<file path="src/rtl/uart_tx_pkg.sv">
// rtl/uart_tx_pkg.sv - shared constants for the UART transmit frame controller
package uart_tx_pkg;

    localparam logic [2:0] ST_IDLE   = 3'd0;
    localparam logic [2:0] ST_START  = 3'd1;
    localparam logic [2:0] ST_DATA   = 3'd2;
    localparam logic [2:0] ST_PARITY = 3'd3;
    localparam logic [2:0] ST_STOP   = 3'd4;

    localparam logic PAR_EVEN  = 1'b0;
    localparam logic PAR_ODD   = 1'b1;
    localparam logic LINE_IDLE = 1'b1;

    function automatic logic parity_bit(input logic xor_val, input logic par_typ);
        return (par_typ == PAR_EVEN) ? xor_val : ~xor_val;
    endfunction

endpackage

</file>
<file path="src/rtl/uart_tx_parity_calc.sv">
// rtl/uart_tx_parity_calc.sv - captures frame parity and parity enable at byte accept
module uart_tx_parity_calc
    import uart_tx_pkg::*;
#(
    parameter int DATA_WIDTH = 8
) (
    input  logic                  CLK,
    input  logic                  RST,
    input  logic                  accept,
    input  logic [DATA_WIDTH-1:0] p_data,
    input  logic                  par_en,
    input  logic                  par_typ,
    output logic                  par_bit,
    output logic                  par_en_q
);

    always_ff @(posedge CLK or negedge RST) begin
        if (!RST) begin
            par_bit  <= 1'b0;
            par_en_q <= 1'b0;
        end else if (accept) begin
            par_bit  <= parity_bit(^p_data, par_typ);
            par_en_q <= par_en;
        end
    end

endmodule

</file>
<file path="src/rtl/uart_tx_ctrl.sv">
// rtl/uart_tx_ctrl.sv - UART TX frame sequencer driving the 8-bit serializer
module uart_tx_ctrl
    import uart_tx_pkg::*;
#(
    parameter int DATA_WIDTH = 8,
    parameter int STOP_BITS  = 1
) (
    input  logic                  CLK,
    input  logic                  RST,
    input  logic [DATA_WIDTH-1:0] P_DATA,
    input  logic                  Data_Valid,
    input  logic                  PAR_EN,
    input  logic                  PAR_TYP,
    input  logic                  ser_done,
    input  logic                  ser_data,
    output logic                  ser_en,
    output logic                  accept_new,
    output logic                  TX_OUT,
    output logic                  busy
);

    logic [2:0] state;
    logic [2:0] next_state;
    logic [1:0] stop_cnt;
    logic       last_stop;
    logic       accept;
    logic       par_bit;
    logic       par_en_q;
    logic       line_lvl;

    assign last_stop = (stop_cnt == 2'(STOP_BITS - 1));
    assign accept    = Data_Valid & accept_new;

    uart_tx_parity_calc #(
        .DATA_WIDTH(DATA_WIDTH)
    ) u_parity (
        .CLK     (CLK),
        .RST     (RST),
        .accept  (accept),
        .p_data  (P_DATA),
        .par_en  (PAR_EN),
        .par_typ (PAR_TYP),
        .par_bit (par_bit),
        .par_en_q(par_en_q)
    );

    always_ff @(posedge CLK or negedge RST) begin
        if (!RST) begin
            state <= ST_IDLE;
        end else begin
            state <= next_state;
        end
    end

    // Counts stop cycles already spent; reloads to zero on every exit from STOP.
    always_ff @(posedge CLK or negedge RST) begin
        if (!RST) begin
            stop_cnt <= 2'd0;
        end else if (state == ST_STOP && !last_stop) begin
            stop_cnt <= stop_cnt + 2'd1;
        end else begin
            stop_cnt <= 2'd0;
        end
    end

    always_comb begin
        next_state = state;
        case (state)
            ST_IDLE:   if (Data_Valid) next_state = ST_START;
            ST_START:  next_state = ST_DATA;
            ST_DATA:   if (ser_done) next_state = par_en_q ? ST_PARITY : ST_STOP;
            ST_PARITY: next_state = ST_STOP;
            ST_STOP: begin
                if (last_stop) begin
                    next_state = Data_Valid ? ST_START : ST_IDLE;
                end
            end
            default:   next_state = ST_IDLE;
        endcase
    end

    always_comb begin
        line_lvl   = LINE_IDLE;
        ser_en     = 1'b0;
        accept_new = 1'b0;
        case (state)
            ST_IDLE:   accept_new = 1'b1;
            ST_START: begin
                line_lvl = 1'b0;
                ser_en   = 1'b1;
            end
            ST_DATA: begin
                line_lvl = ser_data;
                ser_en   = ~ser_done;
            end
            ST_PARITY: line_lvl = par_bit;
            ST_STOP:   accept_new = last_stop;
            default:   line_lvl = LINE_IDLE;
        endcase
    end

    assign busy = (state != ST_IDLE);

    always_ff @(posedge CLK or negedge RST) begin
        if (!RST) begin
            TX_OUT <= LINE_IDLE;
        end else begin
            TX_OUT <= line_lvl;
        end
    end

endmodule
</file>
<file path="config.mk">
export PLATFORM = sky130hd
export DESIGN_NAME = uart_tx_ctrl
export DESIGN_NICKNAME = d
export VERILOG_FILES = /design/src/rtl/uart_tx_pkg.sv /design/src/rtl/uart_tx_parity_calc.sv /design/src/rtl/uart_tx_ctrl.sv
export SDC_FILE = /design/constraint.sdc
export NUM_CORES = 1
export LEC_CHECK = 0
export CORE_AREA = 2 2 39 41
export CTS_BUF_LIST = sky130_fd_sc_hd__clkbuf_8
export DETAILED_ROUTE_END_ITERATION = 8
export DIE_AREA = 0 0 41 43
export PLACE_DENSITY = 0.76
export RECOVER_POWER = 25
export SYNTH_ARGS = -nofsm -noshare
export SYNTH_HDL_FRONTEND = slang
export SYNTH_SLANG_ARGS = --single-unit
</file>
<file path="constraint.sdc">
create_clock -name CLK -period 1.4 [get_ports CLK]
set_input_delay 0.28 -clock CLK [delete_from_list [all_inputs] [get_ports CLK]]
set_output_delay 0.28 -clock CLK [all_outputs]
set_load 0.01 [all_outputs]
</file>
==> results of run 1 <==
[worst max-delay path: stages, from the launching register on]
cell and delay (ns):
dfrtp_1 0.37, or3b_1 0.37, a21oi_2 0.12, buf_2 0.13
[sequential cells by signal (all words and copies together), names as in the netlist]
| register | count |
|---|---|
| TX_OUT | 1 |
| stop_cnt | 2 |
| u_parity.par_en_q | 1 |
| state | 3 |
| u_parity.par_bit | 1 |
[cell type report]
type,instances,area (um2),share of cell area (%)
Tap cell,16,20.0,2.45
Timing Repair Buffer,26,216,26.5
Sequential cell,8,201,24.7
Clock buffer,3,41.3,5.05
Inverter,2,7.51,0.919
Clock inverter,1,3.75,0.459
Multi-Input combinational cell,36,327,40.0
[cell families (layout without fill, tap and decap cells)]
logic type / count (synthesis) / after routing / synth area share [%]
AND/OR/NAND/NOR: 20 / 20 / 24.5
flip-flops: 8 / 8 / 40.3
XOR/XNOR: 7 / 7 / 18.0
AO/OA/AOI/OAI: 6 / 6 / 6.75
buffers and inverters: 4 / 32 / 3.50
multiplexers: 2 / 2 / 4.50
adder cells (fa/ha/maj): 1 / 1 / 2.50
[stage by stage]
step	hold slack [ns]	setup slack, ns	cells
finish	0.407	-0.105	92
global route	0.429	-0.163	92
CTS	0.339	-0.129	92
detailed placement	0.413	-0.666	88
global placement	0.414	-0.593	88
floorplan	-0.0156	-0.00260	48
[synth_stat cells]
cell       instances  area, um2
mux2_1             1       11.3
nor3_1             2       10.0
or3b_1             1       8.76
nor2b_4            1       13.8
nor2_1             2       7.51
xnor2_2            2       32.5
mux2_2             1       11.3
nand2b_1           3       18.8
ha_1               1       12.5
a21oi_1            4       20.0
dfstp_2            1       26.3
or2_1              1       6.26
buf_2              2       10.0
nor3b_1            1       7.51
or3_1              1       6.26
nand3b_1           1       7.51
o21ai_1            1       5.00
and3_1             1       6.26
nor2b_1            3       18.8
a2bb2oi_1          1       8.76
xnor2_1            3       26.3
inv_1              2       7.51
xnor3_1            1       22.5
dfrtp_1            7        175
xor2_1             1       8.76
nand2_1            3       11.3
[per-layer routing]
layer | global-route usage [%] | vias up | wire (um)
li1 | - | 213 | -
met1 | 21.3 | 215 | 467
met2 | 24.1 | 12 | 645
met3 | 3.14 | 0 | 50
met4 | 10.0 | 0 | 0
met5 | 0 | - | 0
[cell usage in the layout (no fill, tap or decap), types with 2 or more instances in the layout]
master / Yosys / final
buf_2: 2 / 3
inv_1: 2 / 2
clkbuf_8: 0 / 3
clkdlybuf4s50_1: 0 / 6
nand2_1: 3 / 2
dlygate4sd2_1: 0 / 6
buf_4: 0 / 7
nor2_1: 2 / 2
mux2_4: 0 / 2
xnor2_1: 3 / 3
a21oi_1: 4 / 3
nor2b_1: 3 / 3
nand2b_1: 3 / 3
dfrtp_1: 7 / 7
xnor2_2: 2 / 2
[final timing paths]
| kind | start | endpoint | slack (ns) | depth (start not counted) |
|---|---|---|---|---|
| setup / recovery | state[0]$_DFFE_PN0P_ | ser_en | -0.11 | 3 |
| hold / removal | RST | stop_cnt[1]$_DFF_PN0_ | 0.41 | 1 |
| setup reg to reg | stop_cnt[1]$_DFF_PN0_ | u_parity.par_en_q$_DFFE_PN0P_ | 0.09 | 6 |
| hold reg to reg | stop_cnt[0]$_DFF_PN0_ | stop_cnt[0]$_DFF_PN0_ | 0.44 | 1 |
| max in group asynchronous | RST | TX_OUT$_DFF_PN1_ | 0.67 | 1 |
| min in group CLK | stop_cnt[0]$_DFF_PN0_ | stop_cnt[0]$_DFF_PN0_ | 0.44 | 1 |
[report_power, final]
group	switching [mW]	internal, mW	total, mW
registers	0.0573	0.323	0.381
clock network	0.0927	0.190	0.283
logic	0.309	0.414	0.724
[timing repair]
item                                    4_1_cts  5_1_grt
endpoints found under the setup margin        6        5
gates resized for setup                      22       11
pin swaps                                     7        4
==> run summary, run 1 <==
The run finished, with violations left. The final reports fail on negative setup slack. For this block, the routed nets add up to 1.16 mm of wire.

In this run, synthesis produced a sequential element count of 8. Measured on the finished design, the core utilization comes to 59.0%. The worst setup slack after layout was -0.105 ns.

Of the synthesized area, sequential elements account for 40.3%. The die height was 43 um. The tool flagged a number of max-cap violations equal to 0. The area growth from synthesis to layout is 63.3%. After detailed routing, the number of remaining DRC violations is 0. The run gives 0 as the number of nets with antenna violations after detailed routing. The largest vdd supply drop was 0.836 mV; the H-tree depth was 1. For this design, the sink count on the clock tree is 8. Setup repair after global routing could not meet its margin everywhere.

In the routed layout, each cell is associated on average with a via count of 4.78. For this design the top-level I/O count stands at 19. Entering global routing, the biggest net connects 10 pins. Static timing analysis puts the maximum clock frequency at 0.664 GHz. For this run, the number of Yosys warnings is 0. The cell count after synthesis came out at 48. The final layout contains 93 nets. For the clock latency at the later pin of the worst-skew pair, the log shows 0.23 ns. After floorplanning, the core was sized to cover 0.00138 mm2. For this run the aggregate overflow at the end of global routing stands at 0. The logs give 0 for the number of failing hold endpoints at the final stage and 1.12 ns for the worst endpoint required time. The max-slew violation total from the final report was 0; the leakage power summed over all cells was 0.376 nW. Across every metal layer, demand over resource in global routing totals 16.4%.

The tools report the maximum root-to-sink buffer count as 2. Fill cells in the final layout number 122. The cell area that synthesis handed to floorplanning was 500 um2.

Once the floorplan was initialized, standard cells occupied 36.2% of the core. In this run the tool buffered the top-level ports with 18 buffer cells. The clock tree root driver cell was clkbuf_8. The number of antenna violations at the first check in global routing was 0. The site row count is 14. The data arrival time of the critical path was 1.23 ns; the largest driver fanout on the critical path was 2.

The run gives 3 as the total setup violations reported at the end of the flow. The number of nets handed over by synthesis was 64. After detailed routing, the average wire length per cell comes to 12.6 um. Once layout is done, the placed cells without fillers occupy 817 um2. The post-route netlist has 35.5% of its cells at a drive strength greater than 1. For the pin with the worst max-slew slack, the measured transition is 0.386 ns. The power per unit of standard cell area is 1700 mW/mm2, and the area after detailed placement is 756 um2. The number of global-route vias before repair is 439. The worst pin sits at a relative slew slack of 74.2%. The count of hold buffers inserted by post-cts repair was 0. The length of the first detailed-routing pass in iterations came out at 4.

Clock tree synthesis inserted a total of 3 buffers. Number of distinct library cells after synthesis: 26. The element type at the critical path end is a primary output. The design draws 1.39 mW. 0 antenna diodes ended up in the layout.

TritonCTS built the clock tree. Summing over every cut layer, the via total after detailed routing is 440. The die covers 0.00176 mm2. The average instance area after synthesis was 10.4 um2; the detailed router's first-iteration violation count was 7. The run gives 1.92 mm as the wire length of the first global-routing pass. Worst setup path category: flip-flop to primary output.

The worst path in the final design needs a cycle of 1.51 ns, including I/O delays and setup. The clock slew seen by the registers of the worst setup and hold paths was 0.05 ns. Between clock sinks in the finished design, the worst skew comes to 0.00782 ns.

Of the available clock period, the critical path in the final layout requires 108%. The post-CTS setup buffer count is 0. The die width works out to 41 um. The tools report the post-detailed-placement half-perimeter wirelength as 820 um. Routability-driven placement finished with a final weighted congestion of 0.735. The tightest min-delay check is of the input port to async pin type. Type of origin of the critical path: a flip-flop. For the final routed database, the setup TNS stands at -0.257 ns.
Power figures use the tool's default switching activity.
==> run 2: changes to the inputs <==
--- a/config.mk
+++ b/config.mk
@@ -9,7 +9,8 @@
 export CTS_BUF_LIST = sky130_fd_sc_hd__clkbuf_8
 export DETAILED_ROUTE_END_ITERATION = 8
 export DIE_AREA = 0 0 41 43
-export PLACE_DENSITY = 0.76
+export GPL_ROUTABILITY_DRIVEN = 0
+export PLACE_DENSITY = 0.79
 export RECOVER_POWER = 25
 export SYNTH_ARGS = -nofsm -noshare
 export SYNTH_HDL_FRONTEND = slang
==> constraint.sdc (replaced) <==
create_clock -name CLK -period 1.3 [get_ports CLK]
set_input_delay 0.26 -clock CLK [delete_from_list [all_inputs] [get_ports CLK]]
set_output_delay 0.26 -clock CLK [all_outputs]
set_load 0.01 [all_outputs]
==> run 2 against run 1 <==
The flow still finishes with violations (negative setup slack). Register-to-register slack got worse by 0.12 ns. Sequential cell count did not move. Via count rose by 3.2%. Sequential share of layout area fell by 1.4 points. Global-route usage rose by 0.93 points. Clock skew fell by 0.0037 ns. Power rose by 16%. Critical endpoint unchanged.
==> run summary, run 2 (synthesis results as in run 1) <==
The total global routing overflow is 0, and the die width is 41 um. STA classifies the critical path endpoint as a primary output. The root buffer cell chosen for the clock tree is clkbuf_8.

The number of global-route vias before repair came out at 455. Number of placed instances, taps included: 89. The first global-routing pass estimated 2.03 mm of wire.

The number of antenna diodes was 0. In the routed layout, each cell is associated on average with a via count of 4.63. The flip-flop count of the largest register, all copies and words added is 3, and the final critical path time including I/O delays and setup is 1.50 ns. Measured on the finished design, the core utilization comes to 62.6%. Across the VDD grid, the largest voltage drop is 0.845 mV. The largest net degree at the start of global routing was 9. More flip-flops sit in one register than any other, and that register is state. The clock net in this run drives a total of 8 sinks.

During I/O placement, the number of pins put on the boundary was 19. The routed design has 1.33 mm of wire. The floorplan step set the die height to 43 um. For the starting utilization of the core area, the log shows 36.2%.

The length of the first detailed-routing pass in iterations is 4. Fill cells in the final layout number 114. Summed over all nets, the half-perimeter wirelength after detailed placement is 919 um. The data arrival time of the critical path was 1.24 ns; the growth of design area from synthesis to finish was 73.0%. The max-slew violation total from the final report is 0, and the overall global routing resource usage is 17.4%. Buffers placed on the I/O ports in this run total 18. The tools report the number of failing hold endpoints at the final stage as 0.

In the final layout, the registers with the most flip-flops are state: 3 flops, stop_cnt: 2 flops. For the H-tree depth, the log shows 1. For the worst endpoint required time, the log shows 1.04 ns. Max-capacitance violation count: 0. Hold is met by 0.391 ns.

The number of antenna violations at the first check in global routing is 0. The area of all placed cells without fillers is 866 um2. The path class of the tightest hold or removal check is input port to async pin.

The run gives 3 as the total CTS buffers. The net total in the final layout was 99; the number of cells in the finished layout apart from fillers was 98. In the layout the commonest cells are 12 x buf_4, 7 x dfrtp_1, 4 x clkdlybuf4s50_1, 4 x buf_2, 4 x dlygate4sd2_1.

The detailed router's first-iteration violation count was 1. Setup repair after global routing could not meet its margin everywhere. The worst setup path category was flip-flop to primary output. After floorplanning, the core was divided into 14 placement rows. The worst setup slack after layout was -0.199 ns; the average routed wire per standard cell was 13.6 um.

The routed layout has 454 vias. After clock tree synthesis, the clock-pin slew on the worst setup and hold paths is 0.05 ns. Headroom to the max-slew limit came out at 73.5%. TritonCTS built the clock tree.

The period utilization works out to 115%. The flow ran to the end, but the final reports show violations. Summing all placed instances gives a cell area of 776 um2. The number of remaining DRC errors is 0. Cells with a size suffix above 1 make up 47.6% of the layout. The tools report the upper clock frequency limit as 0.667 GHz. The clock arrives with 0.00411 ns of skew. No sink is reached through more buffers than the 2 on the longest clock path.

For this design the ratio of total power to cell area is 1860 mW/mm2. At the pin with the least slew margin, the transition time is 0.396 ns. The largest driver fanout on the critical path was 5. The total setup violations reported at the end of the flow was 5. The tools report the setup TNS as -0.556 ns. The logs give 0.413 nW for the leakage power summed over all cells and 0.23 ns for the clock latency at the later pin of the worst-skew pair. The library cell used most frequently in the layout, excluding fill and tap cells, is buf_4.

The die covers 0.00176 mm2. Number of nets with antenna violations after detailed routing: 0. The core region is 0.00138 mm2.

The checks that failed: negative setup slack. The worst setup path is launched from a flip-flop.
## run 2: metrics by stage
stage	power, mW	setup WS [ns]
after floorplan	0.860	-0.0377
after global placement	1.18	-0.644
after detailed placement	1.20	-0.668
after CTS	1.56	-0.233
after global routing	1.72	-0.268
final	1.61	-0.199
## run 2: repair_timing
action	4_1_cts	5_1_grt
hold endpoints to repair	0	0
gates resized for setup	30	13
setup endpoints to repair	6	6
pin swaps	11	7
hold buffers	0	0
setup buffers	5	0
## run 2: per-layer routing
| metal | vias to the layer above | wire (um) | share of wire [%] | GRT usage, % |
|---|---|---|---|---|
| li1 | 228 | - | - | - |
| met1 | 217 | 544 | 41 | 20.1 |
| met2 | 7 | 752 | 57 | 30.0 |
| met3 | 2 | 23 | 1.7 | 1.57 |
| met4 | 0 | 8 | 0.60 | 8.00 |
| met5 | - | 0 | 0 | 0 |
## run 2: worst paths after layout
kind,start,end,slack (ns),cells past startpoint
worst max-delay path,state[1]$_DFFE_PN0P_,ser_en,-0.20,3
worst min-delay path,RST,stop_cnt[1]$_DFF_PN0_,0.39,1
worst max register to register,stop_cnt[0]$_DFF_PN0_,u_parity.par_bit$_DFFE_PN0P_,-0.03,6
worst min register to register,stop_cnt[0]$_DFF_PN0_,stop_cnt[0]$_DFF_PN0_,0.50,1
max in group asynchronous,RST,TX_OUT$_DFF_PN1_,0.59,1
min in group CLK,stop_cnt[0]$_DFF_PN0_,stop_cnt[0]$_DFF_PN0_,0.50,1
## run 2: critical path, stage by stage, from the launching register on
cell,delay (ns)
dfrtp_1,0.39
or3b_1,0.37
a21oi_2,0.11
buf_2,0.13
## run 2: cell type report
type	instances	area, um2	area share [%]
flip-flops and latches	8	201	23.3
repair buffers	32	253	29.2
well taps	16	20.0	2.31
multi-input cells	36	339	39.2
clock buffers	3	41.3	4.77
clock inverters	1	3.75	0.434
inverters	2	7.51	0.867
## run 2: power by group
| group | internal (mW) | switching [mW] | leakage (nW) |
|---|---|---|---|
| sequential | 0.348 | 0.0674 | 0.101 |
| combinational | 0.531 | 0.353 | 0.285 |
| clock | 0.205 | 0.109 | 0.0269 |
| total | 1.08 | 0.530 | 0.413 |
